[config.mk]
export PLATFORM = sky130hd
export DESIGN_NAME = usb_line_driver
export DESIGN_NICKNAME = d
export VERILOG_FILES = /design/src/rtl/usb_pkg.sv /design/src/rtl/usb_line_driver.sv
export SDC_FILE = /design/constraint.sdc
export NUM_CORES = 1
export LEC_CHECK = 0
export CAP_MARGIN = 20
export CORE_AREA = 2 2 39 41
export DETAILED_ROUTE_END_ITERATION = 8
export DIE_AREA = 0 0 41 43
export PLACE_DENSITY_LB_ADDON = 0.12
export SETUP_SLACK_MARGIN = 0.1
export SKIP_CTS_REPAIR_TIMING = 1
export SYNTH_ARGS = -nofsm -noshare
export SYNTH_HDL_FRONTEND = slang
export SYNTH_SLANG_ARGS = --single-unit
[constraint.sdc]
create_clock -name clk -period 1.7 [get_ports clk]
set_input_delay 0.255 -clock clk [delete_from_list [all_inputs] [get_ports clk]]
set_output_delay 0.255 -clock clk [all_outputs]
set_load 0.005 [all_outputs]
[src/rtl/usb_pkg.sv]
// Shared types and constants for the USB transmit line driver.
package usb_pkg;

    typedef enum logic [1:0] {IDLE, DATA, EOP_SE0, EOP_J} line_state_t;

    typedef enum logic [1:0] {LS_J, LS_K, LS_SE0} bus_level_t;

    localparam int USB_MAX_PKT_BITS = 128;

    // Map a bus level onto the {dp, dm} pair; anything unknown falls back to idle J.
    function automatic logic [1:0] encode_level(input bus_level_t level);
        logic [1:0] pair;
        case (level)
            LS_J:    pair = 2'b10;
            LS_K:    pair = 2'b01;
            LS_SE0:  pair = 2'b00;
            default: pair = 2'b10;
        endcase
        return pair;
    endfunction

endpackage

[src/rtl/usb_line_driver.sv]
// USB line driver: NRZI stream to dp/dm with EOP insertion and idle J.
// Optional packet-length watchdog enabled by LINE_DRIVER_TIMEOUT_EN.
module usb_line_driver
    import usb_pkg::*;
#(
    parameter int EOP_SE0_BITS = 2,
    parameter int MAX_PKT_BITS = USB_MAX_PKT_BITS
) (
    input  logic clk,
    input  logic rst_n,
    input  logic nrzi_bit,
    input  logic tx_start,
    input  logic tx_last,
    output logic dp,
    output logic dm,
    output logic oe,
    output logic busy,
    output logic eop_done
`ifdef LINE_DRIVER_TIMEOUT_EN
    ,
    output logic timeout_err
`endif
);

    localparam int ECW = $clog2(EOP_SE0_BITS + 1);
    localparam logic [ECW-1:0] EOP_LAST = ECW'(EOP_SE0_BITS - 1);

    line_state_t    state_r;
    line_state_t    state_s;
    logic [ECW-1:0] eop_cnt;
    logic [ECW-1:0] eop_cnt_s;
    bus_level_t     level_s;
    logic           oe_s;
    logic           busy_s;
    logic           eop_done_s;
    logic           timeout_s;

`ifdef LINE_DRIVER_TIMEOUT_EN
    localparam int BCW = $clog2(MAX_PKT_BITS + 1);
    localparam logic [BCW-1:0] BIT_LIMIT = BCW'(MAX_PKT_BITS);

    logic [BCW-1:0] bit_cnt;
    logic [BCW-1:0] bit_cnt_s;
`endif

    // Next state and next line level; busy output gates acceptance so the
    // cycle after the EOP J still refuses a new packet.
    always_comb begin
        state_s    = state_r;
        eop_cnt_s  = eop_cnt;
        level_s    = LS_J;
        oe_s       = 1'b0;
        busy_s     = 1'b0;
        eop_done_s = 1'b0;
        timeout_s  = 1'b0;
`ifdef LINE_DRIVER_TIMEOUT_EN
        bit_cnt_s  = bit_cnt;
`endif
        case (state_r)
            IDLE: begin
                eop_cnt_s = {ECW{1'b0}};
                if (tx_start && !busy) begin
                    level_s = nrzi_bit ? LS_J : LS_K;
                    oe_s    = 1'b1;
                    busy_s  = 1'b1;
`ifdef LINE_DRIVER_TIMEOUT_EN
                    bit_cnt_s = BCW'(1);
                    timeout_s = !tx_last && (BIT_LIMIT == BCW'(1));
`endif
                    if (tx_last || timeout_s) begin
                        state_s = EOP_SE0;
                    end else begin
                        state_s = DATA;
                    end
                end else begin
                    state_s = IDLE;
                end
            end
            DATA: begin
                level_s = nrzi_bit ? LS_J : LS_K;
                oe_s    = 1'b1;
                busy_s  = 1'b1;
`ifdef LINE_DRIVER_TIMEOUT_EN
                bit_cnt_s = bit_cnt + BCW'(1);
                timeout_s = !tx_last && (bit_cnt_s == BIT_LIMIT);
`endif
                if (tx_last || timeout_s) begin
                    state_s = EOP_SE0;
                end else begin
                    state_s = DATA;
                end
            end
            EOP_SE0: begin
                level_s = LS_SE0;
                oe_s    = 1'b1;
                busy_s  = 1'b1;
                if (eop_cnt == EOP_LAST) begin
                    eop_cnt_s = {ECW{1'b0}};
                    state_s   = EOP_J;
                end else begin
                    eop_cnt_s = eop_cnt + ECW'(1);
                    state_s   = EOP_SE0;
                end
            end
            EOP_J: begin
                level_s    = LS_J;
                oe_s       = 1'b1;
                busy_s     = 1'b1;
                eop_done_s = 1'b1;
                state_s    = IDLE;
            end
            default: begin
                eop_cnt_s = {ECW{1'b0}};
                state_s   = IDLE;
            end
        endcase
    end

    // State, EOP counter and registered line outputs.
    always_ff @(posedge clk) begin
        if (!rst_n) begin
            state_r  <= IDLE;
            eop_cnt  <= {ECW{1'b0}};
            dp       <= 1'b1;
            dm       <= 1'b0;
            oe       <= 1'b0;
            busy     <= 1'b0;
            eop_done <= 1'b0;
        end else begin
            state_r    <= state_s;
            eop_cnt    <= eop_cnt_s;
            {dp, dm}   <= encode_level(level_s);
            oe         <= oe_s;
            busy       <= busy_s;
            eop_done   <= eop_done_s;
        end
    end

`ifdef LINE_DRIVER_TIMEOUT_EN
    // Packet length counter and sticky overrun flag.
    always_ff @(posedge clk) begin
        if (!rst_n) begin
            bit_cnt     <= {BCW{1'b0}};
            timeout_err <= 1'b0;
        end else begin
            bit_cnt     <= bit_cnt_s;
            timeout_err <= timeout_err | timeout_s;
        end
    end
`endif

endmodule

* Yosys cells after proc, flatten, opt, wreduce, memory -nomap -nowiden *
Index checks and enable logic that the tools add are counted.

storage, ports and cells
  register bits = 8
  output and inout bits = 5
  input port bits = 5
  word-level logic and storage cells = 31

cells by class
  eq/ne operators = 6
  muxes and demuxes = 13
  $add $sub $neg = 1
  reductions and logical operators = 5

operators by type and width
  cell                                                                    number
  2-bit one-hot mux with 4 select lines                                   2
  2-bit one-hot mux with 2 select lines                                   2
  2-bit by 1-bit equality test with 1-bit output (second input constant)  3
  2-bit equality test (second input constant)                             3
  2-bit two-way mux                                                       3
  1-bit two-way mux                                                       5
  3-bit OR reduction                                                      1
  2-bit by 1-bit adder with 2-bit output (second input constant)          1
  2-bit logical NOT                                                       1
  1-bit one-hot mux with 2 select lines                                   1
  2-bit nonzero test                                                      1
  1-bit logical AND                                                       1
  1-bit logical NOT                                                       1

* Depth between registers and ports, before layout *
Gate-level depths: netlist (run 1).

  depth in word-level cells = 6
  gate-level depth with buffers = 5
  mapped depth without buffers = 5

* Least setup slack after synthesis (run 1) *
No wires, ideal clock.

  kind = register to register
  start point = register busy
  end point = register dp
  cell stages (with the launch flop) = 6
  clock period less this slack = 1.268 ns
  path buffers = 0
  data required time = 1.581 ns
  arrival = 1.149 ns
  path slack = 0.432 ns
  library setup time = 0.119 ns
  cells stage by stage = dfxtp_1 inv_1 a21oi_1 nor3_1 ha_1 or2b_1

between the ends
  longest elaborated chain between the ends = 6
  elaborated cells between the ends (all ways) = 7
  those cells by class = eq/ne (2); mux (3); reduce/logical (2)

RTL lines
  element                                                                                RTL line                source
  start: declaration                                                                     usb_line_driver.sv:17   output logic busy,
  start signal: assignment                                                               usb_line_driver.sv:134  busy <= busy_s;
  1-bit logical NOT *                                                                    usb_line_driver.sv:62   if (tx_start && !busy) begin
  1-bit logical AND *                                                                    usb_line_driver.sv:62
  1-bit two-way mux *                                                                    usb_line_driver.sv:62
  2-bit one-hot mux with 4 select lines *                                                usb_line_driver.sv:59   case (state_r)
  2-bit equality test or 2-bit by 1-bit equality test with 1-bit output (tied branches)  usb_pkg.sv:13           case (level)
  2-bit one-hot mux with 2 select lines *                                                usb_pkg.sv:13
  end signal: assignment                                                                 usb_line_driver.sv:132  {dp, dm} <= encode_level(level_s);
  end: declaration                                                                       usb_line_driver.sv:14   output logic dp,

Every way passes the cells marked *; elsewhere a longest branch is shown, timed or not.
A chain may end at the register's enable or synchronous reset.

* Worst setup path in the final report (run 1) *
  start point = register busy
  end point = output port busy

No word-level cell between the ends.

==> metrics.md, run 1 <==
| Metric | Value |
|---|---|
| Pre-antenna DRT Iters | `4` |
| Final period utilization | `78.8%` |
| IO Port Bufs | `9` |
| Critical path's top delay family | `buffers and inverters` |
| Mux share of post-synthesis cell area | `0%` |
| Final Power | `~0.42 mW` |
| Antenna violations before repair | `0` |
| Post-Place Cells | `57` |
| Fillcell total | `146` |
| Drt total wl | `579 um` |
| Clk slew on worst S/H paths | `~50 ps` |
| Power Density | `958 mW/mm2` |
| Post-place setup slack | `139 ps` |
| DRC violations left | `0` |
| Clock Skews | `3.17 ps` |
| RSZ-0062 raised after global routing | `false` |
| CTS buffer count | `3` |
| Top achievable clock speed | `747 MHz` |
| Post-DRT Antenna Nets | `0` |
| CP bufs+invs | `1` |
| Synth Area in Adders | `4.24%` |
| Vias in the first global route | `211` |
| Setup TNS | `0 ps` |
| DR iter-0 viols | `8` |
| Worst path cell trace | `clkdlybuf4s50_1` |
| Gpl congestion | `0.777` |
| Area Overhead vs Synth | `47.5%` |
| Die width | `a little over 40 um` |
| Post-synth top area share | `54.2%` |
| Final setup vio count | `0` |
| Xor and xnor area share after synthesis | `0%` |
| Synthesized net count | `37` |
| Outcome | `complete, no violations` |
| Ys Warns | `0` |
| Clk buf depth | `2` |
| Largest net degree at the start of global routing | `7` |
| Relative slew margins | `between 80% and 90%` |
| Grt ovf | `0` |
| VDD IR max | `0.261 mV` |
| Utilization after layout | `31.5%` |
| Root Driver | `clkbuf_4` |
| Core area | `0.00138 mm2` |
| Post-DP Area | `413 um2` |
| Skew-Pair Late Insertion Delay | `between 200 and 300 ps` |
| Period minus WS final | `1340 ps` |
| Simple-gate share of the synthesized area | `between 20% and 30%` |
| Syn_area_per_cell | `9.53 um2` |
| Data required time of the worst path | `1440 ps` |
| Synth unique cells | `18` |
| First-pass GRT wire length | `just under 900 um` |
| Finished Layout Cells | `60` |
| Layout cells sized above 1 | `20.5%` |
| Synth Area in Compound Gates | `11.9%` |
| Crit Path Category | `reg -> out` |
| ANT cells | `0` |
| CTS HTree Levels | `1` |
| Post-route cell area | `435 um2` |
| CTS tree | `yes` |
| CP startpoint kind | `flop` |
| Post-synthesis sequential area ratio | `between 50% and 60%` |
| Synth area leaders | `dfxtp_1 (54%), a21oi_1 (5.1%), and2_2 (5.1%), ha_1 (4.2%), inv_1 (3.8%)` |
| Ports | `10` |
| GRT Util Overall | `7.55%` |
| Number of max-cap violations | `0` |
| Via/cell ratio | `4.32` |
| Fin Hold WS | `roughly 430 ps` |
| Critical Path AT | `1080 ps` |
| Mapped cell area | `295 um2` |
| Slowest cell on crit path | `clkdlybuf4s50_1` |
| Final hold violation count | `0` |
| Leakage | `0.171 nW` |
| Critical path fanouts, max | `3` |
| Combinational family with the most area after synthesis | `simple AND/OR/NAND/NOR gates` |
| Clk sink count | `8` |
| Die ar. | `0.00176 mm2` |
| Critical path capture point type | `output port` |
| Detailed Place HPWL | `442 um` |
| Max-slew violations | `0` |
| Final Worst Setup Slack | `361 ps` |
| CP max stage delay | `500 ps` |
| Post-synth top area cell | `dfxtp_1` |
| DR WL/cell | `9.65 um` |
| Vias | `around 260` |
| Rows | `14` |
| Die Span Y | `43 um` |
| Worst-Margin Slew | `about 240 ps` |
| Initial Util | `a little over a fifth` |
| Register bit total from synthesis | `8` |
| Mapped Cells | `31` |
| Final net count | `52` |
| Worst hold path class | `reg -> reg` |
==> power by group <==
part	leakage (nW)	internal (mW)	switching [mW]	total (mW)
logic	0.0919	0.0416	0.0244	0.0660
clock network	0.0138	0.0805	0.0607	0.141
registers	0.0654	0.201	0.00932	0.210
==> metal layers <==
layer / routed length [um] / track usage [%]
met5: 0 / 0
met4: 0 / 6.00
met2: 268 / 10.0
met3: 78 / 3.66
met1: 232 / 8.74
==> cell type report <==
type                            instances  area [um2]  share of cell area (%)
Multi-Input combinational cell         18         113                    25.9
Sequential cell                         8         160                    36.8
Tap cell                               16        20.0                    4.60
Clock buffer                            3        22.5                    5.17
Timing Repair Buffer                   11         105                    24.1
Inverter                                4        15.0                    3.45
==> cells by family after synthesis <==
group | Yosys count
AND/OR/NAND/NOR | 11
flip-flops | 8
AO/OA/AOI/OAI | 6
buffers and inverters | 5
adder cells (fa/ha/maj) | 1
==> final timing paths <==
path	cells after the start	from	end	slack, ps
setup / recovery	1	busy	busy	360
hold reg to reg	2	eop_cnt[1]	eop_cnt[1]	430
hold / removal	2	eop_cnt[1]	eop_cnt[1]	430
setup reg to reg	5	busy	dp	460
==> Yosys cell counts <==
cell	n
dfxtp_1	8
a21oi_1	3
inv_1	3
and2_2	2
nand2_1	2
and3_2	1
buf_4	1
ha_1	1
inv_2	1
nand2b_1	1
nand3_1	1
nor2_1	1
nor3_1	1
o21ai_0	1
o22ai_1	1
o41ai_1	1
or2b_1	1
or4_1	1
==> tightest hold or removal path: stages, from the launching register on <==
cell and delay (ps):
dfxtp_1 300, nand2_1 50, nor2_1 40
==> registers in the layout, indices dropped and copies added (netlist names) <==
signal,flops
eop_cnt,2
dm,1
busy,1
state_r,2
eop_done,1
dp,1
==> cells in the final DEF (no fill, tap or decap), drive strengths merged, types with 2 or more instances in the layout <==
| cell | instances |
|---|---|
| a21oi | 3 |
| and2 | 2 |
| buf | 2 |
| clkbuf | 3 |
| clkdlybuf4s50 | 9 |
| dfxtp | 8 |
| inv | 4 |
| nand2 | 2 |
(Power assumes the default switching activity.)
==> run 2: changes to the inputs <==
==> constraint.sdc (replaced) <==
create_clock -name clk -period 1.2 [get_ports clk]
set_input_delay 0.18 -clock clk [delete_from_list [all_inputs] [get_ports clk]]
set_output_delay 0.18 -clock clk [all_outputs]
set_load 0.005 [all_outputs]
==> run 2 against run 1 <==
  * Clock skew down 2.5 ps
  * Core utilization up 5.5 points
  * Final area up 18%
  * Sequential cell count unchanged
  * Combinational power up 82%
  * Critical path depth up 4
  * Power up 49%
  * Clock power up 43%
  * Wire length up 6.2%
  * First-iteration DRC count down 38%
  * Sequential share of layout area down 4.5 points
  * Critical path type is now reg -> reg
  * Largest cell class unchanged
  * Highest routed layer is now met4
==> metrics.md, run 2 (synthesis results as in run 1) <==
| Metric | Value |
|---|---|
| Outcome | `complete, no violations` |
| DR iter-0 viols | `5 (-3)` |
| Clock power frac | `32.3% (-1.6 points)` |
| Post-DP Area | `433 um2 (+4.8%)` |
| Final hold violation count | `0 (unchanged)` |
| Net switching fraction of the power | `23.5% (+0.83 points)` |
| Antenna violations before repair | `0 (unchanged)` |
| ANT cells | `0 (unchanged)` |
| DR WL/cell | `9.61 um (-0.42%)` |
| Final setup vio count | `0 (unchanged)` |
| Number of max-cap violations | `0 (unchanged)` |
| Initial Util | `21.3% (unchanged)` |
| Crit Path Category | `reg -> reg` |
| Relative slew margins | `84.3% (+0.38 points)` |
| Fin Hold WS | `305 ps (-122 ps)` |
| Gpl congestion | `0.756 (-2.7%)` |
| Post-Place Cells | `59 (+3.5%)` |
| Root Driver | `clkbuf_4` |
| Final Power | `0.623 mW (+49%)` |
| R2R setup slack | `70 ps (-390 ps)` |
| GRT Util Overall | `9.17% (+1.6 points)` |
| Clock Skews | `0.703 ps (-2.46 ps)` |
| IO Port Bufs | `9 (unchanged)` |
| Power Density | `1220 mW/mm2 (+27%)` |
| Reg2reg end | `dp` |
| Grt ovf | `0 (unchanged)` |
| Critical path capture point type | `flop` |
| Ports | `10 (unchanged)` |
| First-pass GRT wire length | `1010 um (+17%)` |
| CTS tree | `yes` |
| Hold wc startpoint | `rst_n` |
| VDD IR max | `0.592 mV (+130%)` |
| Post-route cell area | `512 um2 (+18%)` |
| Regs by FF count | `eop_cnt: 2 flops, state_r: 2 flops` |
| Core area | `0.00138 mm2 (unchanged)` |
| Post-DRT Antenna Nets | `0 (unchanged)` |
| Post-place setup slack | `-273 ps (-412 ps)` |
| Clk sink count | `8 (unchanged)` |
| Largest net degree at the start of global routing | `7 (unchanged)` |
| Most frequent cells in the layout | `dlymetal6s2s_1 (7), buf_4 (6), dfxtp_2 (4), dfxtp_1 (4), clkbuf_4 (3)` |
| Critical Path AT | `1270 ps (+190 ps)` |
| Hold Path End | `busy` |
| Final period utilization | `94.3%` |
| Top achievable clock speed | `884 MHz` |
| Finished Layout Cells | `64 (+6.7%)` |
| Drt total wl | `615 um (+6.2%)` |
| Hold-critical path depth | `4 (+2)` |
| Detailed Place HPWL | `460 um (+4.0%)` |
| Period minus WS final | `1130 ps` |
| Final net count | `56 (+7.7%)` |
| Vias | `267 (+3.1%)` |
| Worst hold path class | `in -> reg` |
| Skew-Pair Late Insertion Delay | `250 ps (about the same)` |
| FF-to-FF path depth | `5 (unchanged)` |
| Leakage | `0.281 nW (+64%)` |
| Setup TNS | `0 ps (unchanged)` |
| CTS HTree Levels | `1 (unchanged)` |
| Comb power frac | `19.2% (+3.4 points)` |
| Fillcell total | `150 (+2.7%)` |
| Reg2reg start | `busy` |
| Int Pwr | `0.477 mW (+48%)` |
| Rows | `14 (unchanged)` |
| Psw | `0.146 mW (+55%)` |
| Vias in the first global route | `274 (+30%)` |
| Worst-Margin Slew | `232 ps (-5.62 ps)` |
| CTS buffer count | `3 (unchanged)` |
| Die Span Y | `43 um (unchanged)` |
| Critical path fanouts, max | `3 (unchanged)` |
| Register share of total power | `48.5% (-1.8 points)` |
| DRC violations left | `0 (unchanged)` |
| Data required time of the worst path | `1340 ps (-100 ps)` |
| Die width | `41 um (unchanged)` |
| Clk slew on worst S/H paths | `50 ps (about the same)` |
| Layout cells sized above 1 | `43.8% (+23 points)` |
| RSZ-0062 raised after global routing | `true` |
| Clk buf depth | `2 (unchanged)` |
| Via/cell ratio | `4.17 (-3.4%)` |
| CP startpoint kind | `flop` |
| Most common cell after layout, fill and taps aside | `dlymetal6s2s_1` |
| Max-slew violations | `0 (unchanged)` |
| Die ar. | `0.00176 mm2 (unchanged)` |
| Utilization after layout | `37.0% (+5.5 points)` |
| Pre-antenna DRT Iters | `4 (unchanged)` |
| Final Worst Setup Slack | `68.9 ps (-292 ps)` |
| Area Overhead vs Synth | `73.3%` |
[run 2: cell count changes in the layout (fill, tap and decap cells not counted), sizes merged]
cell and change:
clkdlybuf4s50 -7, dlymetal6s2s +7, buf +4
[run 2: worst max path at each step]
stage	from	endpoint	slack [ps]	depth (start not counted)
floorplan	busy	dp	20	5
global placement	tx_start	dp	-260	5
detailed placement	tx_start	dp	-270	5
CTS	busy	oe	-70	1
global route	state_r[1]	dp	20	3
finish	busy	dp	70	5
[run 2: cell type report]
| class | count | area, um2 | area share [%] |
|---|---|---|---|
| sequential | 8 | 165 | 32.3 |
| inverter | 4 | 15.0 | 2.93 |
| multi-input combinational | 18 | 136 | 26.7 |
| timing repair buffer | 15 | 153 | 29.8 |
| tap | 16 | 20.0 | 3.91 |
| clock buffer | 3 | 22.5 | 4.40 |
[run 2: routing by layer]
metal | vias to the layer above | routed length (um) | global-route usage [%]
met2 | 8 | 298 | 13.1
met5 | - | 0 | 0
met4 | 0 | 31 | 10.0
met1 | 117 | 234 | 9.12
li1 | 138 | - | -
met3 | 4 | 50 | 3.14
[run 2: power by group through the flow]
stage,clock network (mW),registers [mW],logic [mW]
final,0.201,0.302,0.120
after CTS,0.208,0.297,0.107
after detailed placement,0,0.303,0.106
after global placement,0,0.303,0.104
after floorplan,0,0.304,0.0426
after global routing,0.221,0.304,0.132
[run 2: worst max-delay path, stage by stage, from the launching register on]
cell and delay, ps:
dfxtp_2 330, inv_2 40, a21oi_4 120, nor3_2 50
ha_1 270, or2b_1 210
==> run 3: changes to the inputs <==
--- a/config.mk
+++ b/config.mk
@@ -5,7 +5,8 @@
 export SDC_FILE = /design/constraint.sdc
 export NUM_CORES = 1
 export LEC_CHECK = 0
-export CAP_MARGIN = 20
+export ABC_AREA = 1
+export CAP_MARGIN = 5
 export CORE_AREA = 2 2 39 41
 export DETAILED_ROUTE_END_ITERATION = 8
 export DIE_AREA = 0 0 41 43
==> run 3 against run 2 <==
  * Setup slack got worse by 58 ps
  * Critical path depth rose by 2
  * Clock power rose by 4%
  * Register-to-register slack got worse by 60 ps
  * Area after synthesis rose by 8.5%
  * Non-clock buffer count rose by 4
  * Largest cell class is now buffers
  * Highest routed layer is now met3
==> metrics.md, run 3 <==
| Metric | Value |
|---|---|
| Outcome | `complete, no violations` |
| Mapped cell area | `320 um2 (+8.5%)` |
| DR iter-0 viols | `6 (+1)` |
| Rows | `14 (unchanged)` |
| Post-synth EDFFs | `0 (unchanged)` |
| Die Span Y | `43 um (unchanged)` |
| Register bit total from synthesis | `8 (unchanged)` |
| Regs by FF count | `eop_cnt: 2 flops, state_r: 2 flops` |
| Clk slew on worst S/H paths | `50 ps (about the same)` |
| Period minus WS final | `1190 ps (+57.5 ps)` |
| Layout cells sized above 1 | `33.8% (-9.9 points)` |
| Syn_area_per_cell | `7.28 um2 (-24%)` |
| Post-route cell area | `548 um2 (+7.1%)` |
| Critical path capture point type | `flop` |
| DRC violations left | `0 (unchanged)` |
| Root Driver | `clkbuf_4` |
| ANT cells | `0 (unchanged)` |
| Final hold violation count | `0 (unchanged)` |
| Most common cell on crit path | `nand2_2` |
| Data required time of the worst path | `1340 ps (about the same)` |
| Ys flop type | `dfxtp_1` |
| Worst hold path class | `in -> reg` |
| Final setup vio count | `0 (unchanged)` |
| Top Metal Used | `met3` |
| Final net count | `73 (+30%)` |
| Post-synth top area share | `50.0% (-4.2 points)` |
| Post-synth top area cell | `dfxtp_1` |
| CP max stage delay | `320 ps (about the same)` |
| GRT Util Overall | `9.77% (+0.59 points)` |
| CTS tree | `yes` |
| Post-synthesis async set-or-reset flop share | `0% (unchanged)` |
| Power Density | `1180 mW/mm2 (-2.9%)` |
| WL met3 | `66 um (+32%)` |
| Crit Path Category | `reg -> reg` |
| Clk sink count | `8 (unchanged)` |
| Ys Warns | `0 (unchanged)` |
| Top achievable clock speed | `841 MHz (-4.8%)` |
| Synth unique cells | `13 (-5)` |
| Area Overhead vs Synth | `71.1%` |
| CTS buffer count | `3 (unchanged)` |
| Vias | `303 (+13%)` |
| Initial Util | `23.1% (+1.8 points)` |
| Critical path fanouts, max | `2 (-1)` |
| Slowest cell on crit path | `dfxtp_2` |
| Detailed Place HPWL | `495 um (+7.7%)` |
| Post-DRT Antenna Nets | `0 (unchanged)` |
| Skew-Pair Late Insertion Delay | `250 ps (about the same)` |
| Count leader, synth | `nand2_1` |
| Leakage | `0.328 nW (+17%)` |
| Max-slew violations | `0 (unchanged)` |
| Clk buf depth | `2 (unchanged)` |
| Synthesized net count | `50 (+35%)` |
| Ports | `10 (unchanged)` |
| Most frequent cells in the layout | `buf_4 (10), nor2_1 (8), nand2_1 (7)` |
| Via/cell ratio | `3.74 (-10%)` |
| Clock Skews | `1.31 ps (+0.609 ps)` |
| Die ar. | `0.00176 mm2 (unchanged)` |
| Largest net degree at the start of global routing | `5 (-2)` |
| Fin Hold WS | `319 ps (+13.8 ps)` |
| First-pass GRT wire length | `1100 um (+8.2%)` |
| Synth area leaders | `dfxtp_1 (50%), nand2_1 (11%), inv_1 (9.4%), nor2_1 (9.4%), a21oi_1 (4.7%)` |
| Critical Path AT | `1330 ps (+60 ps)` |
| Post-DP Area | `503 um2 (+16%)` |
| Die width | `41 um (unchanged)` |
| Antenna violations before repair | `0 (unchanged)` |
| DR WL met2 | `264 um (-11%)` |
| Drt total wl | `632 um (+2.8%)` |
| VDD IR max | `0.543 mV (-8.3%)` |
| Critical path's top delay family | `simple AND/OR/NAND/NOR gates` |
| Final period utilization | `99.1% (+4.8 points)` |
| Mapped Cells | `44 (+42%)` |
| Number of max-cap violations | `0 (unchanged)` |
| Relative slew margins | `90.7% (+6.4 points)` |
| Core area | `0.00138 mm2 (unchanged)` |
| Pre-antenna DRT Iters | `4 (unchanged)` |
| CTS HTree Levels | `1 (unchanged)` |
| Gpl congestion | `0.727 (-3.9%)` |
| CP startpoint kind | `flop` |
| Vias in the first global route | `262 (-4.4%)` |
| IO Port Bufs | `9 (unchanged)` |
| RSZ-0062 raised after global routing | `true` |
| Post-synthesis sequential area ratio | `50.0% (-4.2 points)` |
| Most common cell after layout, fill and taps aside | `buf_4` |
| Met1 WL | `301 um (+29%)` |
| Grt ovf | `0 (unchanged)` |
| Commonest cells post-synth | `nand2_1 (9), dfxtp_1 (8), inv_1 (8), nor2_1 (8), a21oi_1 (3)` |
| Worst path cell trace | `inv_2 > nand2_2 > nand2_2 > nand2_1 > nor2_1 > ha_1 > or2_4` |
| CP bufs+invs | `1 (unchanged)` |
| Worst-Margin Slew | `139 ps (-93.5 ps)` |
| DR WL/cell | `7.80 um (-19%)` |
-- run 3: metrics by stage --
stage | setup WS, ps | TNS, ps | util [%] | power (mW) | instances
finish | 11.3 | 0 | 39.6 | 0.648 | 81
global placement | -305 | -328 | 36.3 | 0.449 | 78
detailed placement | -311 | -336 | 36.3 | 0.447 | 78
CTS | -144 | -428 | 38.0 | 0.665 | 81
floorplan | 26.8 | 0 | - | 0.363 | 44
global route | -55.1 | -55.1 | 39.6 | 0.697 | 81
-- run 3: path summary, 6_finish.rpt --
path	start	to	slack, ps	cells after the start
min	tx_start	busy	320	4
max reg2reg	busy	dp	10	7
max	busy	dp	10	7
min reg2reg	eop_cnt[1]	eop_cnt[1]	430	2
-- run 3: cell families (layout without fill, tap and decap cells) --
kind of cell	Yosys count	count (layout)	share of synthesized area, %
flip-flops	8	8	50.0
AND/OR/NAND/NOR	21	21	27.0
AO/OA/AOI/OAI	4	4	6.25
adder cells (fa/ha/maj)	1	1	3.91
buffers and inverters	10	31	12.9
-- run 3: worst reg2reg max path, delay by kind of cell, from the launching register on --
kind	cells	cell delay, ps
simple gates	5	490
fa+ha+maj	1	240
flops	1	320
buf+inv	1	40
-- run 3: layer usage --
layer  up-vias  track usage [%]
met5         -                0
met1       121             13.6
met3         0             9.42
met2         9             10.6
met4         0             2.00
li1        173                -
-- run 3: layout make-up --
type / count / area, um2
tap: 16 / 20.0
fill: 143 / 836
multi-input combinational: 26 / 126
inverter: 9 / 33.8
timing repair buffer: 19 / 180
clock buffer: 3 / 22.5
sequential: 8 / 165
-- run 3: power by group --
part,switching [mW],internal (mW)
registers,0.00993,0.285
logic,0.0577,0.0869
clock network,0.0943,0.115
total,0.162,0.486
